$ cat src/rtl/node_port_arbiter.sv
// -----------------------------------------------------------------------------
// node_port_arbiter
//
// Merges words from three sources (left neighbour, right neighbour, local node)
// onto a single output stream. Each source owns a one-word holding register
// and a pending bit. A two-state FSM (IDLE / PRESENT) presents one pending
// word at a time. Grants are round-robin in the order left -> right -> self.
//
// Words that arrive while their port is still occupied are dropped. Each drop
// sets a sticky per-port flag and is added to a saturating counter.
//
// Ports
//   shiftInCLK        in   1   clock, rising edge
//   rst_n             in   1   asynchronous active-low reset
//   shiftInLeftData   in  32   word from the left neighbour
//   shiftInRightData  in  32   word from the right neighbour
//   shiftInData       in  32   word from the local node
//   shiftInLeftCS     in   1   strobe qualifying shiftInLeftData
//   shiftInRightCS    in   1   strobe qualifying shiftInRightData
//   shiftInCS         in   1   strobe qualifying shiftInData
//   outReady          in   1   downstream accepts the presented word
//   shiftOutData      out 32   presented (granted) word, registered
//   shiftOutCS        out  1   shiftOutData valid, registered
//   dataSource        out  2   00 none, 01 left, 10 right, 11 self
//   pendingMask       out  3   holding-register occupancy {left, right, self}
//   overflowFlags     out  3   sticky drop flags {left, right, self}
//   dropCount         out  8   saturating count of dropped words
// -----------------------------------------------------------------------------
module node_port_arbiter (
  input  logic        shiftInCLK,
  input  logic        rst_n,
  input  logic [31:0] shiftInLeftData,
  input  logic [31:0] shiftInRightData,
  input  logic [31:0] shiftInData,
  input  logic        shiftInLeftCS,
  input  logic        shiftInRightCS,
  input  logic        shiftInCS,
  input  logic        outReady,
  output logic [31:0] shiftOutData,
  output logic        shiftOutCS,
  output logic [1:0]  dataSource,
  output logic [2:0]  pendingMask,
  output logic [2:0]  overflowFlags,
  output logic [7:0]  dropCount
);

  localparam int NPORT = 3;

  typedef enum logic {
    IDLE,
    PRESENT
  } state_t;

  // Ports are indexed by their position in the round-robin sequence:
  // 0 = left, 1 = right, 2 = self. The dataSource code is then position + 1.
  logic [31:0]      in_data [NPORT];
  logic [NPORT-1:0] in_cs;

  logic [31:0]      hold_reg [NPORT];
  logic [NPORT-1:0] pend_reg, pend_next;
  logic [NPORT-1:0] ovf_reg;
  logic [NPORT-1:0] load_en, drop_en, xfer_hit;

  state_t      state_reg, state_next;
  logic [1:0]  src_reg, src_next;
  logic [31:0] data_reg, data_next;
  logic [1:0]  rr_reg, rr_next;
  logic [7:0]  drop_cnt_reg, drop_cnt_next;

  logic        transfer;
  logic [1:0]  grant_pos;
  logic [1:0]  after_grant;
  logic [1:0]  drop_num;
  logic [8:0]  drop_sum;
  logic [2:0]  pick_idle, pick_next;

  assign in_data[0] = shiftInLeftData;
  assign in_data[1] = shiftInRightData;
  assign in_data[2] = shiftInData;
  assign in_cs      = {shiftInCS, shiftInRightCS, shiftInLeftCS};

  // A transfer happens when a word is presented and downstream takes it.
  assign transfer    = (state_reg == PRESENT) && outReady;
  assign grant_pos   = src_reg - 2'd1;
  assign after_grant = (grant_pos == 2'd2) ? 2'd0 : grant_pos + 2'd1;

  // ---------------------------------------------------------------------------
  // Per-port capture / drop decisions
  // ---------------------------------------------------------------------------
  for (genvar gi = 0; gi < NPORT; gi++) begin : gen_port
    assign xfer_hit[gi] = transfer && (src_reg == 2'(gi + 1));
    // The port can take a new word if it is empty, or if the held word
    // leaves through the output at this same edge.
    assign load_en[gi]  = in_cs[gi] && (!pend_reg[gi] || xfer_hit[gi]);
    assign drop_en[gi]  = in_cs[gi] && pend_reg[gi] && !xfer_hit[gi];
    assign pend_next[gi] = load_en[gi] ? 1'b1 :
                           (xfer_hit[gi] ? 1'b0 : pend_reg[gi]);
  end

  // Up to three drops can occur in one cycle; add them all, then saturate.
  assign drop_num      = 2'(drop_en[0]) + 2'(drop_en[1]) + 2'(drop_en[2]);
  assign drop_sum      = {1'b0, drop_cnt_reg} + {7'd0, drop_num};
  assign drop_cnt_next = drop_sum[8] ? 8'hFF : drop_sum[7:0];

  // ---------------------------------------------------------------------------
  // Round-robin search: first set bit of req, starting at position start and
  // wrapping. Returns {found, position}.
  // ---------------------------------------------------------------------------
  function automatic logic [2:0] rr_pick(input logic [2:0] req,
                                         input logic [1:0] start);
    logic [2:0] res;
    logic [1:0] p;
    res = 3'b000;
    p   = start;
    for (int k = 0; k < NPORT; k++) begin
      if (!res[2] && req[p]) res = {1'b1, p};
      p = (p == 2'd2) ? 2'd0 : p + 2'd1;
    end
    return res;
  endfunction

  // When entering PRESENT from IDLE, search from the stored pointer.
  // On a transfer, search from the port after the one just served. Only
  // words already pending before this edge are candidates; a word captured
  // at this same edge waits for the next edge.
  assign pick_idle = rr_pick(pend_reg, rr_reg);
  assign pick_next = rr_pick(pend_reg & ~xfer_hit, after_grant);

  // ---------------------------------------------------------------------------
  // FSM next-state / output-register logic
  // ---------------------------------------------------------------------------
  always_comb begin
    state_next = state_reg;
    src_next   = src_reg;
    data_next  = data_reg;
    rr_next    = rr_reg;
    case (state_reg)
      IDLE: begin
        if (pick_idle[2]) begin
          state_next = PRESENT;
          src_next   = pick_idle[1:0] + 2'd1;
          data_next  = hold_reg[pick_idle[1:0]];
        end
      end
      PRESENT: begin
        // With outReady low, everything holds and the grant stays fixed.
        if (transfer) begin
          rr_next = after_grant;
          if (pick_next[2]) begin
            src_next  = pick_next[1:0] + 2'd1;
            data_next = hold_reg[pick_next[1:0]];
          end else begin
            state_next = IDLE;
            src_next   = 2'b00;
          end
        end
      end
      default: begin
        state_next = IDLE;
        src_next   = 2'b00;
      end
    endcase
  end

  // ---------------------------------------------------------------------------
  // State registers
  // ---------------------------------------------------------------------------
  always_ff @(posedge shiftInCLK or negedge rst_n) begin
    if (!rst_n) begin
      state_reg    <= IDLE;
      src_reg      <= 2'b00;
      data_reg     <= 32'd0;
      rr_reg       <= 2'd0;
      pend_reg     <= '0;
      ovf_reg      <= '0;
      drop_cnt_reg <= 8'd0;
      for (int i = 0; i < NPORT; i++) hold_reg[i] <= 32'd0;
    end else begin
      state_reg    <= state_next;
      src_reg      <= src_next;
      data_reg     <= data_next;
      rr_reg       <= rr_next;
      pend_reg     <= pend_next;
      ovf_reg      <= ovf_reg | drop_en;
      drop_cnt_reg <= drop_cnt_next;
      for (int i = 0; i < NPORT; i++) begin
        if (load_en[i]) hold_reg[i] <= in_data[i];
      end
    end
  end

  // ---------------------------------------------------------------------------
  // Outputs: all are straight from flops. Status vectors are reordered so
  // that left is bit 2 and self is bit 0.
  // ---------------------------------------------------------------------------
  assign shiftOutCS    = (state_reg == PRESENT);
  assign shiftOutData  = data_reg;
  assign dataSource    = src_reg;
  assign pendingMask   = {pend_reg[0], pend_reg[1], pend_reg[2]};
  assign overflowFlags = {ovf_reg[0], ovf_reg[1], ovf_reg[2]};
  assign dropCount     = drop_cnt_reg;

endmodule

$ cat config.mk
export PLATFORM = sky130hd
export DESIGN_NAME = node_port_arbiter
export DESIGN_NICKNAME = d
export VERILOG_FILES = /design/src/rtl/node_port_arbiter.sv
export SDC_FILE = /design/constraint.sdc
export NUM_CORES = 1
export LEC_CHECK = 0
export ABC_CLOCK_PERIOD_IN_PS = 8100
export CORE_MARGIN = 5
export CORE_UTILIZATION = 35
export DETAILED_ROUTE_END_ITERATION = 6
export REMOVE_ABC_BUFFERS = 1
export SYNTH_ARGS = -nofsm -noshare
export SYNTH_HDL_FRONTEND = slang
export SYNTH_SLANG_ARGS = --single-unit
$ cat constraint.sdc
create_clock -name shiftInCLK -period 8.1 [get_ports shiftInCLK]
set_clock_uncertainty 0.1 [all_clocks]
set_input_delay 2.025 -clock shiftInCLK [delete_from_list [all_inputs] [get_ports shiftInCLK]]
set_output_delay 2.025 -clock shiftInCLK [all_outputs]
set_load 0.01 [all_outputs]
==> results of run 1 <==
==> critical path: stages <==
cell                              delay [ns]
sky130_fd_sc_hd__clkdlybuf4s50_1        0.61
sky130_fd_sc_hd__nand3_2                0.23
sky130_fd_sc_hd__a32oi_2                0.37
sky130_fd_sc_hd__o2111ai_1              0.17
sky130_fd_sc_hd__o21ai_0                0.28
sky130_fd_sc_hd__nand3_2                0.81
sky130_fd_sc_hd__o22ai_1                0.47
sky130_fd_sc_hd__a211oi_1               0.09
==> power groups by stage <==
stage / sequential [mW] / clock [mW] / combinational [mW]
6_report: 1.42 / 0.914 / 2.26
5_1_grt: 1.48 / 0.959 / 2.46
4_1_cts: 1.43 / 0.927 / 2.27
3_5_place_dp: 1.44 / 0 / 2.26
3_3_place_gp: 1.41 / 0 / 2.17
2_1_floorplan: 1.39 / 0 / 1.49
==> layout by cell type (no fill, tap or decap), types with 2 or more instances in the layout <==
cell type                           n
sky130_fd_sc_hd__nand2b_1           6
sky130_fd_sc_hd__fa_1               2
sky130_fd_sc_hd__xnor2_1            2
sky130_fd_sc_hd__inv_1              3
sky130_fd_sc_hd__clkbuf_8           2
sky130_fd_sc_hd__buf_4              6
sky130_fd_sc_hd__nor2_1            70
sky130_fd_sc_hd__dfrtp_1          147
sky130_fd_sc_hd__nor2b_1            5
sky130_fd_sc_hd__mux2_2            98
sky130_fd_sc_hd__a21o_1             2
sky130_fd_sc_hd__a21boi_4           3
sky130_fd_sc_hd__nand2_1           79
sky130_fd_sc_hd__and3_1             3
sky130_fd_sc_hd__or2_2              4
sky130_fd_sc_hd__o22ai_1           32
sky130_fd_sc_hd__clkinv_4           4
sky130_fd_sc_hd__bufinv_16          6
sky130_fd_sc_hd__nand3_1            8
sky130_fd_sc_hd__ha_1               7
sky130_fd_sc_hd__a21oi_1            4
sky130_fd_sc_hd__clkdlybuf4s50_1  149
sky130_fd_sc_hd__a211oi_1          23
sky130_fd_sc_hd__a31oi_1           33
sky130_fd_sc_hd__nand3_2            4
sky130_fd_sc_hd__xor2_1             2
sky130_fd_sc_hd__mux2i_1           32
sky130_fd_sc_hd__a211oi_2           9
sky130_fd_sc_hd__clkbuf_16         17
sky130_fd_sc_hd__o21ai_0            3
==> final cells by class <==
| type | count | area share (%) |
|---|---|---|
| Multi-Input combinational cell | 453 | 35.0 |
| Clock buffer | 20 | 4.74 |
| Clock inverter | 12 | 2.36 |
| Sequential cell | 147 | 38.2 |
| Tap cell | 270 | 3.51 |
| Inverter | 3 | 0.117 |
| Timing Repair Buffer | 156 | 16.1 |
==> metal layers <==
layer  vias up  GRT usage (%)
met1      2873           23.1
met4         0           5.76
li1       2588              -
met3        25           4.30
met2       195           29.6
met5         -              0
==> path summary, 6_finish.rpt <==
check                              startpoint         endpoint  slack [ns]  depth (start not counted)
worst max-delay path                 outReady  shiftOutData[9]        3.16                          8
worst min-delay path               ovf_reg[0]       ovf_reg[0]        0.37                          1
worst max register to register  dataSource[0]  shiftOutData[9]        4.59                          9
worst min register to register     ovf_reg[0]       ovf_reg[0]        0.37                          1
max in group asynchronous               rst_n     hold_reg[69]        4.86                          2
min in group asynchronous               rst_n      pend_reg[2]        1.50                          1
==> logic make-up (layout without fill, tap and decap cells) <==
logic type	after synthesis	after routing	share of synthesized area, %
adder cells (fa/ha/maj)	9	9	1.77
AO/OA/AOI/OAI	120	120	12.5
AND/OR/NAND/NOR	190	190	11.6
XOR/XNOR	4	4	0.486
flip-flops	147	147	51.0
buffers and inverters	46	191	2.88
multiplexers	130	130	19.8
==> per-stage QoR <==
step | std cells | hold slack [ns] | area [um^2] | utilization, % | setup WS (ns)
3_5_place_dp | 1029 | 0.360 | 8950 | 44.2 | 2.79
3_3_place_gp | 1029 | 0.351 | 8950 | 44.2 | 2.97
6_report | 1061 | 0.372 | 9630 | 47.6 | 3.16
4_1_cts | 1061 | 0.373 | 9630 | 47.6 | 3.22
2_1_floorplan | 603 | 0.386 | 7010 | - | 3.71
5_1_grt | 1061 | 0.407 | 9630 | 47.6 | 2.91
==> summary.txt, run 1 <==
Status
  • Outcome: complete, no violations

STA
  • Maximum operating frequency: 202 MHz
  • Final-report setup violation count: 0
  • Worst max-slew margin expressed relative to the limit: 26.9%
  • Count of endpoints failing hold in the final timing report: 0
  • Final TNS setup: 0 ns
  • Number of pins exceeding their max-slew limit in the final report: 0
  • Unrepaired setup endpoints after global routing: no
  • Share of the cycle needed by the critical path after routing: 61.0%
  • Crit path time final: 4.94 ns
  • Pin slew with the least headroom to its limit: 1.09 ns

Synthesis
  • Post-synthesis async set-or-reset flop share: 100%
  • Most common cell in the synthesized netlist: sky130_fd_sc_hd__dfrtp_1
  • Netlist area before placement: 7210 um^2
  • Top cell type by total area after synthesis: sky130_fd_sc_hd__dfrtp_1
  • Cell count after synthesis: 646
  • Flip-flop and latch count after synthesis: 147
  • Cells taking the most area after synthesis: sky130_fd_sc_hd__dfrtp_1, sky130_fd_sc_hd__mux2_2, sky130_fd_sc_hd__mux2i_1
  • Portion of synthesized cell area occupied by the leading cell type: 51.0%
  • Number of warnings issued by yosys: 0
  • Avg Cell Area, Syn: 11.2 um^2
  • Distinct cells, synth: 50
  • Commonest cells post-synth: sky130_fd_sc_hd__dfrtp_1, sky130_fd_sc_hd__mux2_2, sky130_fd_sc_hd__nand2_1, sky130_fd_sc_hd__nor2_1, sky130_fd_sc_hd__a31oi_1
  • Dominant synthesized flop cell: sky130_fd_sc_hd__dfrtp_1
  • Sequential element share of the synthesized area: 51.0%
  • Number of synthesized flops with an enable pin: 0

Final layout
  • Multi-input logic area: 3370 um^2
  • Area used by sequential logic in the layout: 3680 um^2
  • Fill cell total of the finished layout: 1804
  • Area added between synthesis and finish: 33.6%
  • Count of inserted antenna diode cells: 0
  • Flip-flop count of the largest register after layout: 96
  • Fraction of final layout cells sized beyond drive strength 1: 21.0%
  • Final net count: 889

Floorplanning
  • Die area: 23600 um^2
  • Horiz. Die Dim: 153 um
  • Site Rows: 52
  • Top-level I/O count: 151
  • Effective utilization at floorplan: 35.6%
  • Area of the core: 20200 um^2
  • DIE HEIGHT: 153 um

Drt
  • First-iteration detailed-routing DRC count: 273
  • Detailed route wirelength on metal2: 10.5 mm
  • Detailed-router iteration count before antenna repair: 5
  • Overall routed net length: 21.0 mm
  • Post-route ant nets: 0
  • Uppermost routed layer: met4
  • Detail-routed net length per standard cell: 19.8 um
  • Routed vias: 5681
  • Post-route DRC: 0
  • Post-DR vias/cell: 5.35
  • Met1 WL: 9.12 mm
  • Amount of wire on met3 after detailed routing: 1.11 mm

Clock network
  • Maximum clock insertion buffer count: 2
  • Number of hold buffers added after CTS: 0
  • Resized cells post-CTS: 0
  • Clock Pin Slew Worst Setup and Hold Paths: 0.06 ns
  • Number of setup buffers added after CTS: 0
  • Root Buffer: sky130_fd_sc_hd__clkbuf_16
  • Clock sink count: 147
  • Clock latency on the worst-skew pair: 0.42 ns
  • Clock buffer count from CTS: 17
  • CTS H-Tree Depth: 4
  • Clock tree from TritonCTS: done

Power and ir drop
  • Total power of the final layout: 4.59 mW
  • IR Drop Worst-Case VDD: 0.000206 V
  • Net switching share of the total power: 39.0%
  • Clk network pwr share: 19.9%
  • Fraction of power consumed by combinational cells: 49.1%
  • Static leakage: 3.95 nW
  • Pwr/cell area: 477 nW/um^2
  • Share of power burned in registers: 31.0%
  • Design internal power: 2.80 mW
  • Net switching component of the power: 1.79 mW

Worst hold path
  • Type of the most critical hold path: register to register

Global route
  • Maximum number of pins on one net before global-route repair: 79
  • Global-route wire length before repair: 33.6 mm
  • Congestion Overflow GR: 0
  • Initial antenna violation count: 0
  • Global-route usage over all layers: 17.8%
  • Via count of the first global-routing pass: 6114

Worst setup path
  • Endpoint kind of the worst setup timing path: register
  • Worst endpoint data arrival time: 5.08 ns
  • Required time of the critical path: 8.24 ns
  • Largest driver fanout on the critical path: 32
  • Sort of element at the start of the critical path: input port
  • Crit Path Category: input port to register

Place
  • Global placer's final weighted congestion: 0.808
  • HPWL reported at the end of detailed placement: 13.6 mm
  • Count of buffers from port buffering: 150

Run
  • Max-capacitance violation count: 0
(Power assumes the default switching activity.)
==> run 2, diff against run 1 <==
ABC_CLOCK_PERIOD_IN_PS = 4930   (was 8100)
clock period = 4.93 ns   (was 8.1 ns; I/O delays follow)
==> run 2 against run 1 <==
- core utilization is 0.40 points lower
- clock power grew 39%
- cell count up 0.28%
- register-to-register slack worse by 2.9 ns
- hold slack improved by 0.0055 ns
- routed wire length decreased by 0.69%
- setup slack worse by 2.2 ns
- combinational power increased by 64%
- count of clock-buffer cells in the layout stayed put
- first-iteration DRC count rose by 19%
- global-route usage is 0.10 points lower
- critical path type unchanged
- largest cell class unchanged
==> summary.txt, run 2 (synthesis gave the netlist of run 1 again) <==
Status
  • Outcome: complete, no violations

Drt
  • Post-DR vias/cell: 5.34 (-0.18%)
  • Overall routed net length: 20.8 mm (-0.69%)
  • Detailed-router iteration count before antenna repair: 5 (unchanged)
  • Detail-routed net length per standard cell: 19.6 um (-0.97%)
  • Uppermost routed layer: met4
  • Routed vias: 5687 (+0.11%)
  • Met1 WL: 9.14 mm (+0.16%)
  • Amount of wire on met3 after detailed routing: 1.08 mm (-2.2%)
  • Post-route DRC: 0 (unchanged)
  • Post-route ant nets: 0 (unchanged)
  • First-iteration detailed-routing DRC count: 326 (+19%)
  • Detailed route wirelength on metal2: 10.3 mm (-2.2%)

Global route
  • Initial antenna violation count: 0 (unchanged)
  • Global-route usage over all layers: 17.7% (-0.10 points)
  • Congestion Overflow GR: 0 (unchanged)
  • Via count of the first global-routing pass: 5944 (-2.8%)
  • Maximum number of pins on one net before global-route repair: 87 (+10%)
  • Global-route wire length before repair: 33.3 mm (-0.78%)

Floorplanning
  • Effective utilization at floorplan: 35.6% (unchanged)
  • Site Rows: 52 (unchanged)
  • Area of the core: 20200 um^2 (unchanged)
  • Horiz. Die Dim: 153 um (unchanged)
  • Die area: 23600 um^2 (unchanged)
  • Top-level I/O count: 151 (unchanged)
  • DIE HEIGHT: 153 um (unchanged)

Worst setup path
  • Largest driver fanout on the critical path: 17 (-47%)
  • Cell repeated most along the worst path: sky130_fd_sc_hd__nand3_2
  • Crit Path Category: input port to register
  • Required time of the critical path: 5.11 ns (-3.13 ns)
  • CP cell instances: clkdlybuf4s50_1 > nand3_2 > a32oi_2 > o2111ai_1 > o21ai_0 > nand3_2 > buf_4 > o22ai_1 > a211oi_2
  • Crit path buffers/inverters: 2 (+1)
  • Worst setup slack for register-to-register paths: 1.67 ns (-2.92 ns)
  • Gate family responsible for the most delay along the worst path: compound AO/OA/AOI/OAI gates
  • Sort of element at the start of the critical path: input port
  • Endpoint kind of the worst setup timing path: register
  • Worst path slowest cell: sky130_fd_sc_hd__clkdlybuf4s50_1
  • Number of gates on the worst path with buffers counted: 9 (+1)
  • Worst-case reg-to-reg path depth: 10 (+1)
  • Worst endpoint data arrival time: 4.14 ns (-0.94 ns)
  • Largest incremental delay on the critical path: 0.65 ns (-0.16 ns)

Clock network
  • Clock latency on the worst-skew pair: 0.42 ns (about the same)
  • Clock Pin Slew Worst Setup and Hold Paths: 0.06 ns (about the same)
  • Clock tree from TritonCTS: done
  • CTS H-Tree Depth: 4 (unchanged)
  • Number of setup buffers added after CTS: 0 (unchanged)
  • Root Buffer: sky130_fd_sc_hd__clkbuf_16
  • Clock sink count: 147 (unchanged)
  • Resized cells post-CTS: 0 (unchanged)
  • Clock buffer count from CTS: 17 (unchanged)
  • Maximum clock insertion buffer count: 2 (unchanged)
  • Number of hold buffers added after CTS: 0 (unchanged)

Place
  • Global placer's final weighted congestion: 0.822 (+1.8%)
  • Worst slack after detailed placement: 0.571 ns (-2.22 ns)
  • HPWL reported at the end of detailed placement: 13.7 mm (+0.98%)
  • Count of buffers from port buffering: 150 (unchanged)

STA
  • Worst max-slew margin expressed relative to the limit: 36.1% (+9.3 points)
  • Final setup slack of the worst path: 0.974 ns (-2.19 ns)
  • Share of the cycle needed by the critical path after routing: 80.2%
  • Final TNS setup: 0 ns (unchanged)
  • Maximum operating frequency: 253 MHz
  • Final hold slack: 0.377 ns (+0.00546 ns)
  • Crit path time final: 3.96 ns
  • Count of endpoints failing hold in the final timing report: 0 (unchanged)
  • Unrepaired setup endpoints after global routing: no
  • Final-report setup violation count: 0 (unchanged)
  • Pin slew with the least headroom to its limit: 0.957 ns (-0.136 ns)
  • Number of pins exceeding their max-slew limit in the final report: 0 (unchanged)

Final layout
  • Commonest cells after routing, fill and taps aside: sky130_fd_sc_hd__clkdlybuf4s50_1, sky130_fd_sc_hd__dfrtp_1, sky130_fd_sc_hd__mux2_2, sky130_fd_sc_hd__nand2_1, sky130_fd_sc_hd__nor2_1
  • Final net count: 894 (+0.56%)
  • Fraction of final layout cells sized beyond drive strength 1: 21.3% (+0.30 points)
  • Count of inserted antenna diode cells: 0 (unchanged)
  • Area added between synthesis and finish: 32.5%
  • Most frequent standard cell in the layout excluding fill and tap cells: sky130_fd_sc_hd__clkdlybuf4s50_1
  • Flip-flop count of the largest register after layout: 96 (unchanged)

Power and ir drop
  • Net switching share of the total power: 39.9% (+0.89 points)
  • Share of power burned in registers: 32.0% (+1.0 points)
  • Fraction of power consumed by combinational cells: 50.6% (+1.5 points)
  • Total power of the final layout: 7.33 mW (+60%)
  • Clk network pwr share: 17.4% (-2.5 points)
  • Net switching component of the power: 2.92 mW (+63%)
  • IR Drop Worst-Case VDD: 0.000401 V (+94%)
  • Design internal power: 4.41 mW (+57%)
  • Pwr/cell area: 767 nW/um^2 (+61%)
  • Static leakage: 3.92 nW (-0.72%)

Worst hold path
  • Number of cells traversed by the worst hold path: 1 (unchanged)
  • Type of the most critical hold path: register to register

Run
  • Max-capacitance violation count: 0 (unchanged)
-- run 2: per-layer routing --
metal	global-route usage [%]	vias up
met3	4.27	26
met4	5.21	0
li1	-	2601
met5	0	-
met2	30.0	180
met1	22.7	2880
-- run 2: layout make-up --
cell class	count	area (um^2)
clock buffer	20	457
clock inverter	10	109
fill	1821	10700
inverter	3	11.3
multi-input combinational	453	3370
sequential	147	3680
tap	270	338
timing repair buffer	161	1590
-- run 2: worst paths after layout --
check | from | end
worst min register to register | ovf_reg[1] | ovf_reg[1]
worst max-delay path | outReady | shiftOutData[22]
worst max register to register | dataSource[0] | shiftOutData[22]
max in group asynchronous | rst_n | hold_reg[71]
worst min-delay path | ovf_reg[1] | ovf_reg[1]
min in group asynchronous | rst_n | ovf_reg[1]
-- run 2: metrics by stage --
stage,instances,utilization (%),area (um^2)
final,1064,47.2,9550
after global routing,1064,47.2,9550
after CTS,1064,47.2,9550
after detailed placement,1034,44.4,8980
after global placement,1034,44.4,8980
after floorplan,603,-,7010
-- run 2: power by group through the flow --
stage	Sequential, mW	Clock, mW	Combinational, mW
global route	2.43	1.35	4.03
CTS	2.35	1.29	3.74
floorplan	2.29	0	2.45
global placement	2.33	0	3.59
detailed placement	2.36	0	3.72
finish	2.35	1.27	3.71
